--- src/rtl/arb_requester_pkg.sv ---
// Shared channel constants and grant-decode helpers for the arbiter requester front end.
package arb_pkg;

  localparam int NUM_CH = 4;
  localparam int CH_W   = 2;

  typedef logic [CH_W-1:0]   ch_idx_t;
  typedef logic [NUM_CH-1:0] ch_vec_t;

  function automatic ch_idx_t onehot_to_idx(input ch_vec_t oh);
    ch_idx_t idx;
    idx = '0;
    for (int i = 0; i < NUM_CH; i++) begin
      if (oh[i]) begin
        idx = idx | ch_idx_t'(i);
      end else begin
        idx = idx;
      end
    end
    return idx;
  endfunction

  function automatic logic is_onehot(input ch_vec_t v);
    return (v != ch_vec_t'(0)) && ((v & (v - ch_vec_t'(1))) == ch_vec_t'(0));
  endfunction

  // Isolates the least-significant set bit (two's-complement trick).
  function automatic ch_vec_t lowest_set(input ch_vec_t v);
    return v & (~v + ch_vec_t'(1));
  endfunction

endpackage

--- src/rtl/arb_requester_req_fifo.sv ---
// Per-channel request FIFO: registered count, wrapping pointers, head always visible on rdata.
module req_fifo
  import arb_pkg::*;
#(
  parameter int DW    = 8,
  parameter int DEPTH = 4
) (
  input  logic          clk,
  input  logic          rst_n,
  input  logic          push,
  input  logic          pop,
  input  logic [DW-1:0] wdata,
  output logic [DW-1:0] rdata,
  output logic          full,
  output logic          empty
);

  localparam int AW = $clog2(DEPTH);
  localparam int CW = $clog2(DEPTH) + 1;
  localparam logic [CW-1:0] FULL_CNT = CW'(DEPTH);

  logic [DW-1:0] mem_q [DEPTH];
  logic [AW-1:0] wr_ptr_q, wr_ptr_d;
  logic [AW-1:0] rd_ptr_q, rd_ptr_d;
  logic [CW-1:0] count_q, count_d;
  logic          do_push_s;
  logic          do_pop_s;

  assign full      = (count_q == FULL_CNT);
  assign empty     = (count_q == {CW{1'b0}});
  assign rdata     = mem_q[rd_ptr_q];
  assign do_push_s = push && !full;
  assign do_pop_s  = pop && !empty;

  // Next-state pointers and occupancy; push and pop together leave count unchanged.
  always_comb begin
    wr_ptr_d = do_push_s ? (wr_ptr_q + {{(AW-1){1'b0}}, 1'b1}) : wr_ptr_q;
    rd_ptr_d = do_pop_s  ? (rd_ptr_q + {{(AW-1){1'b0}}, 1'b1}) : rd_ptr_q;
    case ({do_push_s, do_pop_s})
      2'b10:   count_d = count_q + {{(CW-1){1'b0}}, 1'b1};
      2'b01:   count_d = count_q - {{(CW-1){1'b0}}, 1'b1};
      default: count_d = count_q;
    endcase
  end

  // Pointer and count registers.
  always_ff @(posedge clk or negedge rst_n) begin
    if (!rst_n) begin
      wr_ptr_q <= {AW{1'b0}};
      rd_ptr_q <= {AW{1'b0}};
      count_q  <= {CW{1'b0}};
    end else begin
      wr_ptr_q <= wr_ptr_d;
      rd_ptr_q <= rd_ptr_d;
      count_q  <= count_d;
    end
  end

  // Storage array; cleared on reset so the head never presents stale data.
  always_ff @(posedge clk or negedge rst_n) begin
    if (!rst_n) begin
      for (int i = 0; i < DEPTH; i++) begin
        mem_q[i] <= {DW{1'b0}};
      end
    end else if (do_push_s) begin
      mem_q[wr_ptr_q] <= wdata;
    end else begin
      mem_q[wr_ptr_q] <= mem_q[wr_ptr_q];
    end
  end

endmodule

--- src/rtl/arb_requester.sv ---
// Requester front end: per-channel FIFOs drive req, grants pop onto a shared registered bus.
// Build option ARB_REQ_ERR_CHECK_EN enables strict grant checking with a sticky err flag.
module arb_requester
  import arb_pkg::*;
#(
  parameter int DW    = 8,
  parameter int DEPTH = 4
) (
  input  logic                 clk,
  input  logic                 rst_n,
  input  logic [NUM_CH-1:0]    in_valid,
  input  logic [NUM_CH*DW-1:0] in_data,
  output logic [NUM_CH-1:0]    in_ready,
  output logic [NUM_CH-1:0]    req,
  input  logic [NUM_CH-1:0]    gnt,
  output logic                 out_valid,
  output logic [CH_W-1:0]      out_chan,
  output logic [DW-1:0]        out_data,
  output logic                 err
);

  logic [DW-1:0] head_s [NUM_CH];
  ch_vec_t       full_s;
  ch_vec_t       empty_s;
  ch_vec_t       pop_s;
  ch_vec_t       grant_oh_s;
  ch_idx_t       sel_idx_s;
  logic          valid_gnt_s;

  logic          out_valid_q, out_valid_d;
  ch_idx_t       out_chan_q, out_chan_d;
  logic [DW-1:0] out_data_q, out_data_d;
  logic          err_q, err_d;

  assign in_ready = ~full_s;
  assign req      = ~empty_s;

  for (genvar g = 0; g < NUM_CH; g++) begin : g_ch
    req_fifo #(
      .DW    (DW),
      .DEPTH (DEPTH)
    ) u_fifo (
      .clk   (clk),
      .rst_n (rst_n),
      .push  (in_valid[g]),
      .pop   (pop_s[g]),
      .wdata (in_data[g*DW +: DW]),
      .rdata (head_s[g]),
      .full  (full_s[g]),
      .empty (empty_s[g])
    );
  end

`ifdef ARB_REQ_ERR_CHECK_EN
  logic invalid_gnt_s;

  // Strict grant check: must be one-hot and target a non-empty channel.
  always_comb begin
    grant_oh_s    = gnt;
    valid_gnt_s   = is_onehot(gnt) && ((gnt & ~empty_s) != ch_vec_t'(0));
    invalid_gnt_s = (gnt != ch_vec_t'(0)) && !valid_gnt_s;
  end

  assign err_d = err_q | invalid_gnt_s;
`else
  // Lenient grant: service the lowest-index granted channel that holds data.
  always_comb begin
    grant_oh_s  = lowest_set(gnt & ~empty_s);
    valid_gnt_s = (grant_oh_s != ch_vec_t'(0));
  end

  assign err_d = 1'b0;
`endif

  // Pop strobe and output-register next state.
  always_comb begin
    sel_idx_s = onehot_to_idx(grant_oh_s);
    if (valid_gnt_s) begin
      pop_s       = grant_oh_s;
      out_valid_d = 1'b1;
      out_chan_d  = sel_idx_s;
      out_data_d  = head_s[sel_idx_s];
    end else begin
      pop_s       = ch_vec_t'(0);
      out_valid_d = 1'b0;
      out_chan_d  = out_chan_q;
      out_data_d  = out_data_q;
    end
  end

  // Registered output bus and sticky error flag.
  always_ff @(posedge clk or negedge rst_n) begin
    if (!rst_n) begin
      out_valid_q <= 1'b0;
      out_chan_q  <= ch_idx_t'(0);
      out_data_q  <= {DW{1'b0}};
      err_q       <= 1'b0;
    end else begin
      out_valid_q <= out_valid_d;
      out_chan_q  <= out_chan_d;
      out_data_q  <= out_data_d;
      err_q       <= err_d;
    end
  end

  assign out_valid = out_valid_q;
  assign out_chan  = out_chan_q;
  assign out_data  = out_data_q;
  assign err       = err_q;

endmodule

--- config.mk ---
export PLATFORM = sky130hd
export DESIGN_NAME = arb_requester
export DESIGN_NICKNAME = d
export VERILOG_FILES = /design/src/rtl/arb_requester_pkg.sv /design/src/rtl/arb_requester_req_fifo.sv /design/src/rtl/arb_requester.sv
export SDC_FILE = /design/constraint.sdc
export NUM_CORES = 1
export LEC_CHECK = 0
export CAP_MARGIN = 10
export CELL_PAD_IN_SITES_DETAIL_PLACEMENT = 1
export CELL_PAD_IN_SITES_GLOBAL_PLACEMENT = 1
export CORE_MARGIN = 5
export CORE_UTILIZATION = 51
export CTS_CLUSTER_DIAMETER = 50
export DETAILED_ROUTE_END_ITERATION = 6
export PLACE_DENSITY_LB_ADDON = 0.1
export SLEW_MARGIN = 20
export SYNTH_ARGS = -nofsm -noshare
export SYNTH_HDL_FRONTEND = slang
export SYNTH_SLANG_ARGS = --single-unit
--- constraint.sdc ---
create_clock -name clk -period 3.7 [get_ports clk]
set_input_delay 0.74 -clock clk [delete_from_list [all_inputs] [get_ports clk]]
set_output_delay 0.74 -clock clk [all_outputs]
set_load 0.005 [all_outputs]
After elaboration in Yosys (flattened, before gate mapping)

Cells that the tools add are included.

Register bits after elaboration: 167
Input bits: 42
Output and inout bits: 20
Word-level logic and storage cells: 172

$add $sub $neg: 17
Order comparisons: 13
Eq/ne operators: 12
Mux-type cells: 56
Bitwise gates (word level): 14
Reductions and logical operators: 29

Operator list:

| operator                                                               | count |
|---|---|
| 32-bit bitwise mux                                                     | 8 |
| 8-bit two-way mux                                                      | 22 |
| 8-bit binary-select mux with 2-bit select                              | 9 |
| 32-bit two-way mux                                                     | 4 |
| 8-bit demux with 2-bit select                                          | 4 |
| 3-bit >= comparator (second input constant)                            | 9 |
| 2-bit NOT with 3-bit output                                            | 9 |
| 3-bit one-hot mux with 2 select lines                                  | 4 |
| 2-bit by 1-bit adder with 2-bit output (second input constant)         | 8 |
| 3-bit by 1-bit adder with 3-bit output (second input constant)         | 4 |
| 3-bit equality test (second input constant)                            | 4 |
| 1-bit logical AND                                                      | 12 |
| 3-bit logical NOT                                                      | 4 |
| 3-bit by 1-bit < comparator with 1-bit output (second input constant)  | 4 |
| 4-bit NOT                                                              | 3 |
| 3-bit by 1-bit subtractor with 3-bit output (second input constant)    | 4 |
| 4-bit bitwise AND                                                      | 2 |
| 2-bit by 1-bit equality test with 1-bit output (second input constant) | 4 |
| 2-bit equality test (second input constant)                            | 4 |
| 1-bit logical NOT                                                      | 8 |
| 2-bit nonzero test                                                     | 4 |
| 4-bit by 1-bit adder with 4-bit output (second input constant)         | 1 |
| 2-bit two-way mux                                                      | 2 |
| 4-bit two-way mux                                                      | 1 |
| other kinds (2)                                                        | 3 |

Logic depth before layout (Yosys ltp)

Gate-level depths: netlist (run 1).

Depth in word-level cells: 13
Mapped depth: 10
Mapped depth without buffers: 8

Cells and area by module

A second synthesis (run 1) with hierarchy kept.

Cells, all modules: 779
Area, all modules: 9081.2 um^2

By module, submodules not included:

| module        | instances | cells each | area each (um^2) | seq. area each (um^2) |
|---|---|---|---|---|
| req_fifo      | 4         | 176        | 2079.5           | 975.9 |
| arb_requester | 1         | 75         | 763.2            | 275.3 |

Worst setup path before layout (run 1)

No wires, ideal clock.

Kind: input-to-reg
Start point: input gnt[0]
End point: register g_ch[3].u_fifo.count_q[2]
Setup time: 0.079 ns
Arrival: 2.433 ns
Required time: 3.621 ns
Setup slack: 1.188 ns
Stages on the path: 9
Buffers on the path: 1
Cells stage by stage: o31a_1 nor4_4 buf_6 ha_1 inv_1 fa_1 xor2_1 nor2_1 xor2_1

Word-level cells in the longest chain between the ends: 9
Elaborated cells between the ends (all ways): 11
Those cells by class: 1 x add/sub; 2 x eq/ne; 2 x mux; 3 x bitwise; 3 x reduce/logical

RTL lines:

| what                                                                                         | line                         | RTL |
|---|---|---|
| start: declaration                                                                           | arb_requester.sv:15          | `input logic [NUM_CH-1:0] gnt,` |
| 4-bit bitwise AND (*)                                                                        | arb_requester.sv:68          | `grant_oh_s = lowest_set(gnt & ~empty_s);` |
| 4-bit NOT                                                                                    | arb_requester_pkg.sv:29      | `return v & (~v + ch_vec_t'(1));` |
| 4-bit by 1-bit adder with 4-bit output                                                       | arb_requester_pkg.sv:29      |  |
| 4-bit bitwise AND (*)                                                                        | arb_requester_pkg.sv:29      |  |
| 4-bit nonzero test                                                                           | arb_requester.sv:69          | `valid_gnt_s = (grant_oh_s != ch_vec_t'(0));` |
| 4-bit two-way mux (*)                                                                        | arb_requester.sv:78          | `if (valid_gnt_s) begin` |
| 1-bit logical AND (*)                                                                        | arb_requester_req_fifo.sv:33 | `assign do_pop_s = pop && !empty;` |
| 2-bit by 1-bit equality test with 1-bit output / 2-bit equality test (equally long branches) | arb_requester_req_fifo.sv:39 | `case ({do_push_s, do_pop_s})` |
| 3-bit one-hot mux with 2 select lines / 2-bit nonzero test (equally long branches)           | -                            |  |
| end signal: assignment                                                                       | arb_requester_req_fifo.sv:51 | `count_q <= {CW{1'b0}};` |
| end signal: assignment                                                                       | arb_requester_req_fifo.sv:55 | `count_q <= count_d;` |
| end: declaration                                                                             | arb_requester_req_fifo.sv:25 | `logic [CW-1:0] count_q, count_d;` |

Every way passes the cells marked *; elsewhere a longest branch is shown, timed or not.
A chain may end at the register's enable or synchronous reset.

Worst setup path after layout (run 1)

Start point: input gnt[1]
End point: register g_ch[3].u_fifo.count_q[2]

The elaborated chain is that of the path after synthesis.

==> impl_metrics.toml, run 1 <==
[power_and_ir_drop]
switching_power_uw = 3740
power.internal_uw = 5780
clockPowerShare_pct = 18.6
combPwrFrac_pct = 42.4
p_sw_share_pct = 39.3
design_power_total_uw = 9520
p_per_area_nw_per_um2 = 970
worst_ir_drop_vdd_mv = 0.459
seqPwrFrac_pct = 39.0
power_leakage_uw = 0.00395

[global_routing]
grt_pass1_vias = 6436
grt_max_degree = 82
grt_usage_pct = 23.0
gr-total-overflow = 0
grt_pass1_wl_mm = 35.2
antenna_found_initial = 0

[finish]
drive_gt1_share_pct = 14.5
final_common_cell = "dfrtp_1"
nets = 834
diodes = 0
mostFrequentLayoutCells = "167 x dfrtp_1, 143 x nor2_1, 128 x a21oi_1, 64 x mux4_2, 59 x clkdlybuf4s50_1"
fillCellCount = 1639
area_delta_synth_final_pct = 14.8

[synth]
synth_area_per_cell_um2 = 11.6
ys_warn_count = 0
syn-cell-area_um2 = 8550
synth-async-reset-ratio_pct = 100
synth_cells = 739
synth.distinct_cells = 34
synth-seq-cells = 167
synth_top_flop_cell = "dfrtp_1"
yosysSeqAreaShare_pct = 48.9
syn_nets = 805
synth_edf_count = 0

[timing]
setup_tns_ps = 0
timing.final.max_slew_violations = 0
fin_skew_ps = 9.65
max_freq_mhz = 374
period_minus_slack_ps = 2680
slew_headroom_pct = 49.6
grt_setup_unrepaired = "no"
finalSetupViolCount = 0
finalHoldViolCount = 0
min_period_over_period_pct = 72.4
max_slew.worst_pin.slew_ps = 756

[setup_path]
critPathMaxFanout = 11
required_ps = 4040
crit_path_end_kind = "flip-flop"
worstPathArrival_ps = 3020
path_class = "in2reg"
crit_path_start_kind = "input pin"

[run]
maxCapViolations = 0

[clocking]
root_buffer = "clkbuf_16"
htree_levels = 4
clkTransAtPathRegs_ps = 60
cts_buffers = 17
cts_setup_buffers = 0
clk_path_buf_depth = 2
cts_resized = 0
clock_sinks = 167
cts_hold_buf = 0
clk_latency_ps = 420
cts_tree = "built"

[routing]
ant_nets = 0
drt_wl_total_mm = 21.2
viasPerCell = 5.81
drtPass1Iterations = 4
via_count = 5814
drc = 0
routedWlPerCell_um = 21.2
drtIter0Drc = 369

[die]
initial_core_util_pct = 51.8
die_area_um2 = 19500
rows = 47
fp.dieH_um = 139
coreArea_um2 = 16500
die_width_um = 139
io_pins = 62

[place]
hpwlAfterDp_mm = 14.4
buffer_ports.inserted = 60
place.gp.congestion = 0.767

[worst_hold_path]
hold_class = "in2async"

[run_status]
status = "complete, no violations"
[cell families (layout without fill, tap and decap cells)]
kind of cell	count (synthesis)	count (layout)	share of synthesized area, %
AOI/OAI and AO/OA	159	159	10.3
xor gates and xnor gates	24	24	2.46
adders and majority gates	24	24	3.86
buffers and inverters	80	122	4.02
DFF	167	167	48.9
muxes	104	104	21.6
other	1	1	0.0438
and+or+nand+nor	180	180	8.82
[state kept, by name, indices dropped and copies added, names as in the netlist]
signal,cells
out_valid,1
g_ch.u_fifo.count_q,12
g_ch.u_fifo.rd_ptr_q,8
g_ch.u_fifo.wr_ptr_q,8
g_ch.u_fifo.mem_q,128
out_chan,2
out_data,8
[synthesized netlist by cell type (8+ instances only)]
cell type / number / area, um^2
nand2_1: 16 / 60.1
inv_1: 21 / 78.8
xnor2_1: 12 / 105
nand3_1: 8 / 40.0
mux4_2: 64 / 1440
a21oi_1: 128 / 641
a31oi_1: 8 / 50.1
mux2i_1: 36 / 360
a22oi_1: 8 / 60.1
a21o_1: 8 / 60.1
ha_1: 20 / 250
dfrtp_1: 167 / 4180
xor2_1: 12 / 105
buf_1: 18 / 67.6
buf_2: 11 / 55.1
nor2_1: 143 / 537
clkbuf_1: 24 / 90.1
[final cells by class]
class	instances	area, um^2	area share, %
timing repair buffer	69	669	6.82
multi-input combinational	492	4030	41.0
inverter	21	78.8	0.803
clock buffer	24	492	5.01
tap	220	275	2.80
sequential	167	4180	42.6
clock inverter	8	95.1	0.969
[critical path, cell delays in order]
cell and delay (ps):
clkdlybuf4s50_1 490, o31a_1 280, nor4_4 370, ha_1 230, inv_1 70, fa_1 420, xor2_1 150, nor2_1 120
xor2_1 150
[through the flow]
| step | setup WS (ps) | util, % | cell area [um^2] | cells | hold slack (ps) |
|---|---|---|---|---|---|
| global route | 909 | 59.4 | 9820 | 1001 | 428 |
| CTS | 1020 | 59.4 | 9820 | 1001 | 387 |
| finish | 1020 | 59.4 | 9820 | 1001 | 355 |
| detailed placement | 573 | 55.9 | 9230 | 969 | 510 |
| floorplan | 1190 | - | 8550 | 739 | 444 |
| global placement | 640 | 55.9 | 9230 | 969 | 508 |
[metal layers]
metal / global-route usage (%) / vias to the layer above / share of wire [%]
li1: - / 2675 / -
met1: 31.9 / 3007 / 44
met2: 37.7 / 112 / 51
met3: 4.73 / 20 / 4.0
met4: 5.46 / 0 / 1.2
met5: 0 / - / 0
[final timing paths]
kind / startpoint / endpoint / slack [ps] / cells past startpoint
worst max-delay path: gnt[1] / g_ch[3].u_fifo.count_q[2] / 1020 / 9
worst min-delay path: rst_n / g_ch[2].u_fifo.mem_q[29] / 350 / 1
worst max register to register: g_ch[0].u_fifo.count_q[2] / g_ch[3].u_fifo.count_q[2] / 1110 / 8
worst min register to register: g_ch[0].u_fifo.count_q[2] / g_ch[0].u_fifo.count_q[2] / 530 / 1
max in group asynchronous: rst_n / g_ch[3].u_fifo.mem_q[12] / 2460 / 2
min in group clk: g_ch[0].u_fifo.count_q[2] / g_ch[0].u_fifo.count_q[2] / 530 / 1
[power groups by stage]
stage                     logic (uW)  clock network (uW)  registers, uW
after global routing            4460                1900           3850
after global placement          3800                   0           3660
final                           4040                1770           3710
after CTS                       4090                1810           3720
after floorplan                 3360                   0           3100
after detailed placement        4040                   0           3730
(Power assumes the default switching activity.)
==> run 2: changes to the inputs <==
- CORE_UTILIZATION: 51 -> 43
- clock period: 3.7 -> 2.3 ns (I/O delays scaled with it)
==> run 2 against run 1 <==
Compared with the run above:
- non-clock buffer count rose by 46
- wire length rose by 6.3%
- power grew 69%
- largest power group unchanged
==> impl_metrics.toml, run 2 (same netlist as run 1, synthesis figures left out) <==
[setup_path]
rr_endpoint = "g_ch[1].u_fifo.count_q[2]"
r2r_slack_ps = 60
r2r_cells = 9
critical_path.slowest_cell = "or3b_4"
path_class = "reg2reg"
crit_chain = "buf_4, or3b_4, nand2_2, ha_4, inv_1, fa_2, xor2_2, nor2_2, xor2_1"
crit_path_end_kind = "flip-flop"
worstPathArrival_ps = 2580
required_ps = 2640
critPathMaxFanout = 4
r2r-start = "g_ch[1].u_fifo.count_q[1]"
crit_path_max_incr_delay_ps = 410
crit_path_start_kind = "flip-flop"

[place]
hpwlAfterDp_mm = 15.8
dp_cells = 1054
buffer_ports.inserted = 60
place_ws_ps = -365
place.gp.congestion = 0.806

[run_status]
status = "complete, no violations"

[die]
coreArea_um2 = 19500
rows = 51
die_area_um2 = 22800
io_pins = 62
die_width_um = 151
initial_core_util_pct = 43.8
fp.dieH_um = 151

[power_and_ir_drop]
power_leakage_uw = 0.00420
worst_ir_drop_vdd_mv = 0.657
power.internal_uw = 9800
p_per_area_nw_per_um2 = 1550
switching_power_uw = 6260
p_sw_share_pct = 39.0
combPwrFrac_pct = 46.3
clockPowerShare_pct = 18.8
seqPwrFrac_pct = 34.9

[finish]
nets = 880
final_common_cell = "dfrtp_1"
fillCellCount = 2082
diodes = 0
regMostFlops = "g_ch.u_fifo.mem_q"
area_delta_synth_final_pct = 21.1
largest_reg_flops = 128
mostFrequentLayoutCells = "166 x dfrtp_1, 141 x nor2_1, 128 x a21oi_1, 64 x mux4_2, 55 x clkdlybuf4s50_1"
largestRegisters = "g_ch.u_fifo.mem_q: 128 flops, g_ch.u_fifo.count_q: 12 flops"
drive_gt1_share_pct = 20.9
layout.cells.non_filler = 1091

[timing]
fin_skew_ps = 8.44
period_minus_slack_ps = 2240
max_freq_mhz = 447
slew_headroom_pct = 54.7
timing.final.max_slew_violations = 0
setup_tns_ps = 0
max_slew.worst_pin.slew_ps = 680
finalSetupViolCount = 0
grt_setup_unrepaired = "yes"
finalHoldViolCount = 0
fin_ws_ps = 64.0
min_period_over_period_pct = 97.2

[worst_hold_path]
holdPathStages = 1
hold_class = "reg2reg"
min_to = "g_ch[3].u_fifo.rd_ptr_q[0]"
min_from = "g_ch[3].u_fifo.rd_ptr_q[0]"

[global_routing]
gr-total-overflow = 0
grt_pass1_vias = 6592
antenna_found_initial = 0
grt_max_degree = 58
grt_pass1_wl_mm = 36.3
grt_usage_pct = 20.8

[clocking]
cts_buffers = 17
clock_sinks = 167
htree_levels = 4
root_buffer = "clkbuf_16"
clk_latency_ps = 420
clkTransAtPathRegs_ps = 60
clk_path_buf_depth = 2
cts_tree = "built"

[routing]
via_count = 6022
drtPass1Iterations = 4
ant_nets = 0
viasPerCell = 5.52
drtIter0Drc = 361
routedWlPerCell_um = 20.6
drt_wl_total_mm = 22.5
drc = 0

[run]
maxCapViolations = 0
[run 2: cell types whose count changed in the layout (fill, tap and decap cells not counted), sizes merged, moves of 2 or more]
cell and change:
buf +45, clkbuf -3, clkdlybuf4s50 -4, clkinv -2
dlygate4sd2 +3, inv +2
[run 2: worst max path at each step]
stage / to / cells after the start / start / slack, ps
4_1_cts: g_ch[2].u_fifo.count_q[2] / 9 / g_ch[0].u_fifo.count_q[2] / -30
3_3_place_gp: g_ch[3].u_fifo.count_q[2] / 9 / gnt[1] / -290
6_report: g_ch[1].u_fifo.count_q[2] / 9 / g_ch[1].u_fifo.count_q[1] / 60
2_1_floorplan: g_ch[3].u_fifo.count_q[2] / 9 / g_ch[0].u_fifo.count_q[0] / 9
3_5_place_dp: g_ch[2].u_fifo.count_q[2] / 10 / gnt[0] / -360
5_1_grt: g_ch[2].u_fifo.count_q[2] / 9 / g_ch[0].u_fifo.count_q[0] / -30
[run 2: power groups by stage]
stage	Clock [uW]	Combinational, uW	Sequential (uW)
final	3010	7440	5610
after global routing	3240	8180	5800
after CTS	3090	7430	5620
after detailed placement	0	7370	5650
after global placement	0	7030	5510
after floorplan	0	5410	4990
[run 2: per-layer routing]
layer,track usage (%),up-vias,routed length [um]
li1,-,2764,-
met1,28.5,3139,10100
met2,33.8,104,11100
met3,5.12,15,1040
met4,4.67,0,245
met5,0,-,0
[run 2: stage by stage]
stage          instance area (um^2)  power [uW]  utilization, %  hold WS [ps]
2_1_floorplan                  8570       10400               -           164
3_3_place_gp                   9630       12500            49.3           414
3_5_place_dp                   9630       13000            49.3           416
4_1_cts                       10300       16100            52.6           524
5_1_grt                       10400       17200            53.0           543
6_report                      10400       16100            53.0           519
[run 2: worst max-delay path, delay by kind of cell (launching register included)]
kind	cells	cell delay, ps
adder cells (fa/ha/maj)	2	560
buffers and inverters	2	220
XOR/XNOR	2	330
AND/OR/NAND/NOR	3	660
flip-flops	1	390
[run 2: repair_timing]
action	4_1_cts	5_1_grt
endpoints found under the setup margin	5	4
pin swaps	3	14
cloned	0	0
setup buffers	1	4
hold buffers	1	0
hold endpoints to repair	38	0
resized for setup	8	14
[run 2: final cells by class]
type	count	area (um^2)	area share, %
flip-flops and latches	167	4180	40.4
well taps	265	332	3.20
multi-input cells	492	4100	39.6
inverters	21	78.8	0.761
clock inverters	10	144	1.39
clock buffers	21	470	4.54
repair buffers	115	1050	10.1
